[src/rtl/uart_tx_cfg_pkg.sv]
// uart_tx_cfg_pkg: shared types for the configurable UART transmitter.
// Holds the FSM state encoding, parity modes and a width-aware parity helper.
package uart_tx_cfg_pkg;

   typedef enum logic [2:0] {
      s_IDLE          = 3'd0,
      s_TX_START_BIT  = 3'd1,
      s_TX_DATA_BITS  = 3'd2,
      s_TX_PARITY_BIT = 3'd3,
      s_TX_STOP_BIT   = 3'd4,
      s_CLEANUP       = 3'd5
   } state_t;

   typedef enum logic [1:0] {
      PAR_NONE = 2'd0,
      PAR_EVEN = 2'd1,
      PAR_ODD  = 2'd2
   } parity_e;

   // Parity over the low 'width' bits of w; odd inverts the even result.
   function automatic logic calc_parity(
      input logic [8:0] w,
      input int         width,
      input logic       odd
   );
      logic p;
      p = 1'b0;
      for (int i = 0; i < 9; i++)
         if (i < width) p = p ^ w[i];
      return p ^ odd;
   endfunction

endpackage

[src/rtl/Comparator_N_bits.sv]
// Comparator_N_bits: N-bit equality comparator.
// Ports: a, b (operands), eq (high when a == b).
module Comparator_N_bits #(
   parameter int N = 3
) (
   input  logic [N-1:0] a,
   input  logic [N-1:0] b,
   output logic         eq
);

   assign eq = (a == b);

endmodule

[src/rtl/uart_tx_cfg_mux.sv]
// uart_tx_cfg_mux: selects the serial line level for a given FSM state.
// Ports: state, word (latched data), idx (bit index), par (parity bit),
// line (level to register onto the pad).
module uart_tx_cfg_mux
   import uart_tx_cfg_pkg::*;
#(
   parameter int DATA_BITS = 8
) (
   input  state_t               state,
   input  logic [DATA_BITS-1:0] word,
   input  logic [3:0]           idx,
   input  logic                 par,
   output logic                 line
);

   localparam logic [2:0] ST_START = s_TX_START_BIT;
   localparam logic [2:0] ST_DATA  = s_TX_DATA_BITS;
   localparam logic [2:0] ST_PAR   = s_TX_PARITY_BIT;

   logic is_start;
   logic is_data;
   logic is_par;
   logic data_bit;

   Comparator_N_bits #(.N(3)) u_cmp_start (
      .a  (state),
      .b  (ST_START),
      .eq (is_start)
   );

   Comparator_N_bits #(.N(3)) u_cmp_data (
      .a  (state),
      .b  (ST_DATA),
      .eq (is_data)
   );

   Comparator_N_bits #(.N(3)) u_cmp_par (
      .a  (state),
      .b  (ST_PAR),
      .eq (is_par)
   );

   // Only indices below DATA_BITS can ever select a latch bit.
   always_comb begin
      data_bit = 1'b1;
      for (int i = 0; i < DATA_BITS; i++)
         if (idx == 4'(i)) data_bit = word[i];
   end

   always_comb begin
      line = 1'b1;
      if (is_start)     line = 1'b0;
      else if (is_data) line = data_bit;
      else if (is_par)  line = par;
   end

endmodule

[src/rtl/uart_tx_cfg.sv]
// uart_tx_cfg: configurable UART transmitter (start, DATA_BITS LSB-first,
// optional parity, 1-2 stop bits). Ports: i_Clock, i_Reset (async high),
// i_Tx_DV/i_Tx_Byte (request), o_Tx_Active, o_Tx_Serial, o_Tx_Done.
module uart_tx_cfg
   import uart_tx_cfg_pkg::*;
#(
   parameter int CLKS_PER_BIT = 87,
   parameter int DATA_BITS    = 8,
   parameter int PARITY       = 0,
   parameter int STOP_BITS    = 1
) (
   input  logic                 i_Clock,
   input  logic                 i_Reset,
   input  logic                 i_Tx_DV,
   input  logic [DATA_BITS-1:0] i_Tx_Byte,
   output logic                 o_Tx_Active,
   output logic                 o_Tx_Serial,
   output logic                 o_Tx_Done
);

   if (CLKS_PER_BIT < 2) begin : g_bad_cpb
      $error("CLKS_PER_BIT must be >= 2");
   end
   if (DATA_BITS < 5 || DATA_BITS > 9) begin : g_bad_db
      $error("DATA_BITS must be 5..9");
   end
   if (PARITY < 0 || PARITY > 2) begin : g_bad_par
      $error("PARITY must be 0, 1 or 2");
   end
   if (STOP_BITS < 1 || STOP_BITS > 2) begin : g_bad_stop
      $error("STOP_BITS must be 1 or 2");
   end

   localparam int            CW    = $clog2(CLKS_PER_BIT);
   localparam logic [CW-1:0] LAST  = CW'(CLKS_PER_BIT - 1);
   localparam logic [3:0]    D_END = 4'(DATA_BITS - 1);
   localparam logic [3:0]    S_END = 4'(STOP_BITS - 1);
   localparam logic          ODD   = (PARITY == int'(PAR_ODD));

   state_t               state, nstate;
   logic [CW-1:0]        cnt, ncnt;
   logic [3:0]           idx, nidx;
   logic [DATA_BITS-1:0] word, nword;
   logic                 par, npar;
   logic                 tick;
   logic                 line;

   assign tick = (cnt == LAST);

   always_comb begin
      nstate = state;
      ncnt   = cnt;
      nidx   = idx;
      nword  = word;
      npar   = par;
      unique case (state)
         s_IDLE: begin
            ncnt = '0;
            nidx = '0;
            if (i_Tx_DV) begin
               nword  = i_Tx_Byte;
               npar   = calc_parity(9'(i_Tx_Byte), DATA_BITS, ODD);
               nstate = s_TX_START_BIT;
            end
         end
         s_TX_START_BIT: begin
            ncnt = cnt + CW'(1);
            if (tick) begin
               ncnt   = '0;
               nstate = s_TX_DATA_BITS;
            end
         end
         s_TX_DATA_BITS: begin
            ncnt = cnt + CW'(1);
            if (tick) begin
               ncnt = '0;
               nidx = idx + 4'd1;
               if (idx == D_END) begin
                  nidx   = '0;
                  nstate = (PARITY != 0) ? s_TX_PARITY_BIT
                                         : s_TX_STOP_BIT;
               end
            end
         end
         s_TX_PARITY_BIT: begin
            ncnt = cnt + CW'(1);
            if (tick) begin
               ncnt   = '0;
               nstate = s_TX_STOP_BIT;
            end
         end
         // idx doubles as the stop-bit counter.
         s_TX_STOP_BIT: begin
            ncnt = cnt + CW'(1);
            if (tick) begin
               ncnt = '0;
               nidx = idx + 4'd1;
               if (idx == S_END) begin
                  nidx   = '0;
                  nstate = s_CLEANUP;
               end
            end
         end
         s_CLEANUP: nstate = s_IDLE;
         default:   nstate = s_IDLE;
      endcase
   end

   // Line level is chosen from the state being entered so the flop
   // presents it in the same cycle the state takes effect.
   uart_tx_cfg_mux #(.DATA_BITS(DATA_BITS)) u_mux (
      .state (nstate),
      .word  (nword),
      .idx   (nidx),
      .par   (npar),
      .line  (line)
   );

   always_ff @(posedge i_Clock or posedge i_Reset) begin
      if (i_Reset) begin
         state       <= s_IDLE;
         cnt         <= '0;
         idx         <= '0;
         word        <= '0;
         par         <= 1'b0;
         o_Tx_Serial <= 1'b1;
         o_Tx_Active <= 1'b0;
         o_Tx_Done   <= 1'b0;
      end else begin
         state       <= nstate;
         cnt         <= ncnt;
         idx         <= nidx;
         word        <= nword;
         par         <= npar;
         o_Tx_Serial <= line;
         o_Tx_Active <= (nstate != s_IDLE) && (nstate != s_CLEANUP);
         o_Tx_Done   <= (nstate == s_CLEANUP);
      end
   end

endmodule
[config.mk]
export PLATFORM = sky130hd
export DESIGN_NAME = uart_tx_cfg
export DESIGN_NICKNAME = d
export VERILOG_FILES = /design/src/rtl/uart_tx_cfg_pkg.sv /design/src/rtl/Comparator_N_bits.sv /design/src/rtl/uart_tx_cfg_mux.sv /design/src/rtl/uart_tx_cfg.sv
export SDC_FILE = /design/constraint.sdc
export NUM_CORES = 1
export LEC_CHECK = 0
export ABC_AREA = 0
export CAP_MARGIN = 10
export CELL_PAD_IN_SITES_DETAIL_PLACEMENT = 1
export CELL_PAD_IN_SITES_GLOBAL_PLACEMENT = 2
export CORE_MARGIN = 10
export CORE_UTILIZATION = 37
export DETAILED_ROUTE_END_ITERATION = 16
export PLACE_DENSITY_LB_ADDON = 0.15
export SYNTH_ARGS = -nofsm -noshare
export SYNTH_HDL_FRONTEND = slang
export SYNTH_SLANG_ARGS = --single-unit
[constraint.sdc]
create_clock -name i_Clock -period 3.26 [get_ports i_Clock]
set_clock_uncertainty 0.1 [all_clocks]
set_input_delay 0.326 -clock i_Clock [delete_from_list [all_inputs] [get_ports i_Clock]]
set_output_delay 0.326 -clock i_Clock [all_outputs]
set_load 0.02 [all_outputs]
==> run_results.csv, run 1 <==
group,metric,value,unit
synth,synth.avg_cell_area,10.6,um^2
synth,ys_ff_latch,26,
floorplan,dieArea,7190,um^2
clock_tree,cts_tree,"yes",
global_route,grt_pass1_wl,6440,um
floorplan,core_area,4030,um^2
place,port_buffers,13,
routing,routed_via_density,5.49,
routing,wl,3730,um
cells_and_area,instances_no_fill,210,
clock_tree,cts_sinks,26,
clock_tree,cts_buffers,3,
critical_path,required,3360,ps
place,place.gp.congestion,0.784,
timing,period_needed,2630,ps
synth,synthCells,147,
floorplan,initial_core_util,38.5,%
critical_path,critical_path_arrival,2720,ps
critical_path,endpoint_kind,"flip-flop",
cells_and_area,n_antenna_cell,0,
cells_and_area,drive_gt1_share,13.1,%
timing,tightest_slew,1020,ps
critical_path,crit_type,"reg2reg",
synth,ys_types,45,
hold_path,holdCritPathClass,"reg2reg",
timing,relSlewSlack,32.0,%
synth,netlist_top_cells_area,"dfrtp_1 40%, xnor2_1 5.6%, nor2_1 3.6%",
cells_and_area,final-seq-area,652,um^2
timing,tns,0,ps
power,p_seq_share,56.1,%
global_route,globalRoute.totalOverflow,0,
place,dp_cells,206,
cells_and_area,syn2layout_area_growth,13.6,%
critical_path,cp_max_fo,8,
synth,yosys_warnings,0,
floorplan,die_w,84.8,um
power,intPower,0.000462,W
clock_tree,cts_max_level,1,
power,swShare,21.7,%
clock_tree,postCtsSetupRepairBufs,0,
synth,synth-main-ff-cell,"dfrtp_1",
power,p_comb_share,8.2,%
global_route,grt_pass1_vias,1230,
timing,maxSlewViolCount,0,
power,peakVddDrop,0.000124,V
routing,vias,1153,
global_route,antenna_found_initial,0,
power,leakage,0.701,nW
clock_tree,insertion_delay,270,ps
routing,initialDrtViolationCount,46,
cells_and_area,final_core_util,43.8,%
synth,syn_area,1550,um^2
floorplan,io_pins,14,
routing,ant_nets,0,
synth,ys_top_cells_by_count,"25 x dfrtp_1, 15 x nor2_1, 12 x inv_1",
clock_tree,cts_resized,0,
global_route,grt_start_max_net_pins,27,
synth,seq_area_frac_synth,42.0,%
clock_tree,clock_path_buffers,2,
timing,finalCritPeriodShare,80.6,%
synth,synth-async-reset-ratio,100,%
timing,fmax,380,MHz
clock_tree,cts_hold_buf,0,
power,netSwitchingPower,0.000128,W
synth,synth.largest_area_cell,"dfrtp_1",
synth,synth_most_common_cell,"dfrtp_1",
power,pwr_density_cell,335,nW/um^2
synth,synth_edf_count,0,
timing,setup_violations,0,
clock_tree,path_clk_slew,90,ps
cells_and_area,nFillCells,467,
cells_and_area,fin_nets,176,
critical_path,crit_path_start_kind,"flip-flop",
synth,synth_top_area_share,40.3,%
global_route,grt_util_all_layers,10.8,%
place,hpwl,2870,um
timing,rsz0062_at_grt,"no",
floorplan,fp-row-count,23,
routing,drc,0,
synth,syn-num-nets,162,
run_status,status,"finished clean",
power,clockPowerShare,35.7,%
cells_and_area,multi_input_area,812,um^2
job,drv_cap,0,
routing,post_drt_wl_per_cell,17.8,um
routing,dr.pass1.iters,5,
floorplan,fp.dieH,84.8,um
timing,hold_violations,0,
clock_tree,root_buffer,"clkbuf_8",
-- power groups by stage --
stage,sequential [W],clock [W],combinational (W)
floorplan,0.000337,0,0.0000275
global placement,0.000337,0,0.0000473
detailed placement,0.000338,0,0.0000493
CTS,0.000331,0.000217,0.0000497
global route,0.000332,0.000239,0.0000549
finish,0.000331,0.000211,0.0000482
-- final cells by class --
cell class	count	area share (%)
well taps	50	3.55
multi-input cells	104	46.0
repair buffers	14	7.80
inverters	12	2.55
flip-flops and latches	26	37.0
clock buffers	4	3.12
-- final timing paths --
| check | cells past startpoint | slack (ps) | end | from |
|---|---|---|---|---|
| max | 8 | 630 | o_Tx_Serial | cnt[0] |
| min | 1 | 410 | word[4] | word[4] |
| max reg2reg | 8 | 630 | o_Tx_Serial | cnt[0] |
| min reg2reg | 1 | 410 | word[4] | word[4] |
| max in group asynchronous | 2 | 1940 | state[2] | i_Reset |
| min in group asynchronous | 2 | 510 | cnt[6] | i_Reset |
-- per-layer routing --
metal / track usage (%) / up-vias / part of all wire, %
met5: 0 / - / 0
met4: 3.59 / 0 / 1.5
met3: 2.13 / 8 / 2.8
met2: 15.9 / 25 / 43
met1: 15.2 / 563 / 52
li1: - / 557 / -
-- metrics by stage --
step                cell area [um^2]  power (W)  worst slack, ps  hold slack [ps]
CTS                             1760   0.000598              601              407
global route                    1760   0.000626              408              437
global placement                1710   0.000384              669              372
finish                          1760   0.000590              631              406
floorplan                       1550   0.000364              941              265
detailed placement              1710   0.000387              632              386
-- critical path, stage by stage, from the launching register on --
cell and delay, ps:
dfrtp_1 410, inv_1 100, ha_1 170, nand4_2 290, o31a_1 440, a21oi_1 250, nor2_1 70, or4b_1 510
a41oi_1 220
-- flip-flops by register name, summed over array words and instances, names as in the netlist --
register and flops:
cnt 7, o_Tx_Active 1, par 1, o_Tx_Serial 1, idx 4, state 3, o_Tx_Done 1, word 8
-- cells in the final DEF, fill, tap and decap left out, drive strengths merged, types with 2 or more instances in the layout --
cell type | Yosys | layout
a21oi | 6 | 6
nor3b | 2 | 2
clkdlybuf4s50 | 0 | 13
mux2i | 5 | 5
and4 | 2 | 2
a2111oi | 4 | 4
a211oi | 2 | 2
mux2 | 5 | 5
dfrtp | 25 | 25
clkbuf | 0 | 4
nand3 | 6 | 6
xor2 | 3 | 3
inv | 12 | 12
o41ai | 4 | 4
o21ai | 8 | 8
nor2 | 15 | 15
or2 | 2 | 2
nand4 | 3 | 3
nand2 | 3 | 3
ha | 4 | 4
xnor2 | 10 | 10
nor4 | 2 | 2
a21o | 2 | 2
-- cells by family (layout without fill, tap and decap cells) --
family | Yosys count | in the layout | synth area share, %
simple gates | 41 | 41 | 15.3
compound gates | 35 | 35 | 18.9
xor+xnor | 13 | 13 | 7.33
buf+inv | 17 | 30 | 5.72
mux | 10 | 10 | 6.85
fa+ha+maj | 5 | 5 | 3.87
flops | 26 | 26 | 42.0
No activity file was read; power rests on OpenSTA's default activity.
==> run 2, diff against run 1 <==
Clock period 3.26 ns to 2.58 ns, I/O delays scaled along.
==> run 2 against run 1 <==
Clock-buffer cell count unchanged; critical path type unchanged; register-to-register slack got worse by 560 ps; final cell count increased by 4.3%; largest power group unchanged; clock power increased by 13%; via count increased by 1.5%; design area increased by 4.9%.
==> run_results.csv, run 2 (synthesized netlist as in run 1, its figures left out) <==
group,metric,value,unit
job,drv_cap,0,
floorplan,fp-row-count,23,
global_route,grt_start_max_net_pins,27,
timing,period_needed,2510,ps
timing,tightest_slew,621,ps
floorplan,io_pins,14,
critical_path,required,2670,ps
timing,fmax,398,MHz
clock_tree,root_buffer,"clkbuf_8",
power,netSwitchingPower,0.000160,W
place,dp_cells,212,
cells_and_area,layout_common_cells,"25 x dfrtp_1, 15 x nor2_1, 13 x clkdlybuf4s50_1, 12 x inv_1",
clock_tree,cts_sinks,26,
power,clockPowerShare,33.2,%
clock_tree,clock_path_buffers,2,
critical_path,r2r_start,"cnt[0]",
cells_and_area,syn2layout_area_growth,19.2,%
clock_tree,cts_hold_buf,0,
routing,post_drt_wl_per_cell,17.6,um
hold_path,holdCritPathClass,"in2async",
power,pwr_density_cell,389,nW/um^2
clock_tree,path_clk_slew,100,ps
timing,setup_violations,0,
routing,dr.pass1.iters,4,
routing,initialDrtViolationCount,39,
critical_path,cp_max_fo,7,
critical_path,crit_type,"reg2reg",
clock_tree,insertion_delay,280,ps
global_route,globalRoute.totalOverflow,0,
critical_path,rrSetupSlack,70,ps
routing,routed_via_density,5.34,
routing,ant_nets,0,
critical_path,crit_path_start_kind,"flip-flop",
cells_and_area,top_regs,"word x8, cnt x7, idx x4",
floorplan,initial_core_util,38.5,%
place,placed_area,1750,um^2
timing,relSlewSlack,58.1,%
timing,hold_violations,0,
routing,vias,1170,
timing,maxSlewViolCount,0,
power,leakage,0.748,nW
global_route,grt_pass1_vias,1258,
cells_and_area,drive_gt1_share,18.9,%
cells_and_area,fin_nets,185,
routing,drc,0,
place,hpwl,2960,um
place,port_buffers,13,
floorplan,die_w,84.8,um
power,intPower,0.000559,W
floorplan,fp.dieH,84.8,um
critical_path,critical_path_arrival,2600,ps
global_route,grt_util_all_layers,11.1,%
global_route,grt_pass1_wl,6640,um
cells_and_area,post-route-cell-area,1850,um^2
run_status,status,"finished clean",
global_route,antenna_found_initial,0,
power,power,0.000720,W
floorplan,core_area,4030,um^2
critical_path,worstReg2RegEnd,"o_Tx_Serial",
cells_and_area,instances_no_fill,219,
routing,wl,3850,um
cells_and_area,top_register,"word",
clock_tree,cts_tree,"yes",
critical_path,endpoint_kind,"flip-flop",
power,peakVddDrop,0.000152,V
critical_path,r2r_cells,9,
cells_and_area,largest_register_ffs,8,
power,p_seq_share,58.1,%
cells_and_area,layout_commonest_cell,"dfrtp_1",
cells_and_area,nFillCells,457,
clock_tree,cts_max_level,1,
power,swShare,22.3,%
place,place.gp.congestion,0.761,
clock_tree,cts_buffers,3,
timing,hold_ws,241,ps
power,p_comb_share,8.7,%
timing,finalCritPeriodShare,97.4,%
floorplan,dieArea,7190,um^2
cells_and_area,n_antenna_cell,0,
[run 2: cell types whose count changed in the layout (fill, tap and decap cells not counted), sizes merged]
cell	delta
buf	+9
[run 2: cell type report]
cell class	count	area (um^2)	share of cell area, %
Inverter	12	45.0	2.43
Tap cell	50	62.6	3.38
Multi-Input combinational cell	104	841	45.4
Clock buffer	4	45.0	2.43
Sequential cell	26	652	35.2
Timing Repair Buffer	23	205	11.1
[run 2: critical path: stages, from the launching register on]
cell       delay, ps
dfrtp_1          410
inv_1             90
ha_1             210
nand4_4          170
a2111oi_4        390
buf_4            210
o2bb2ai_2        100
a2111oi_1        380
o31ai_1          140
a41oi_1          220
[run 2: stage by stage]
stage | setup WS, ps | util, % | setup TNS (ps)
finish | 66.7 | 45.9 | 0
global route | -65.4 | 45.9 | -65.4
CTS | 75.9 | 44.9 | 0
detailed placement | 5.23 | 43.5 | 0
global placement | 140 | 43.5 | 0
floorplan | 261 | - | 0
[run 2: what timing repair did]
item / in CTS / in global routing
buffers inserted: 0 / 3
setup endpoints to repair: 1 / 1
pin swaps: 1 / 5
gates resized for setup: 1 / 5
[run 2: routing by layer]
metal | vias up | GRT usage, % | wire [um]
met5 | - | 0 | 0
li1 | 574 | - | -
met4 | 0 | 4.04 | 57
met2 | 16 | 16.3 | 1740
met3 | 5 | 2.03 | 118
met1 | 575 | 15.6 | 1930
[run 2: worst max path at each step]
stage / to / start / slack, ps / cells past startpoint
2_1_floorplan: o_Tx_Serial / cnt[0] / 260 / 8
3_3_place_gp: o_Tx_Serial / cnt[0] / 140 / 8
3_5_place_dp: o_Tx_Serial / cnt[0] / 5 / 8
4_1_cts: o_Tx_Serial / cnt[0] / 80 / 8
5_1_grt: o_Tx_Serial / cnt[0] / -70 / 9
6_report: o_Tx_Serial / cnt[0] / 70 / 9
[run 2: power groups by stage]
stage | logic, W | clock network (W) | registers (W)
floorplan | 0.0000347 | 0 | 0.000425
global placement | 0.0000615 | 0 | 0.000426
detailed placement | 0.0000637 | 0 | 0.000426
CTS | 0.0000643 | 0.000249 | 0.000418
global route | 0.0000708 | 0.000270 | 0.000419
finish | 0.0000625 | 0.000239 | 0.000418
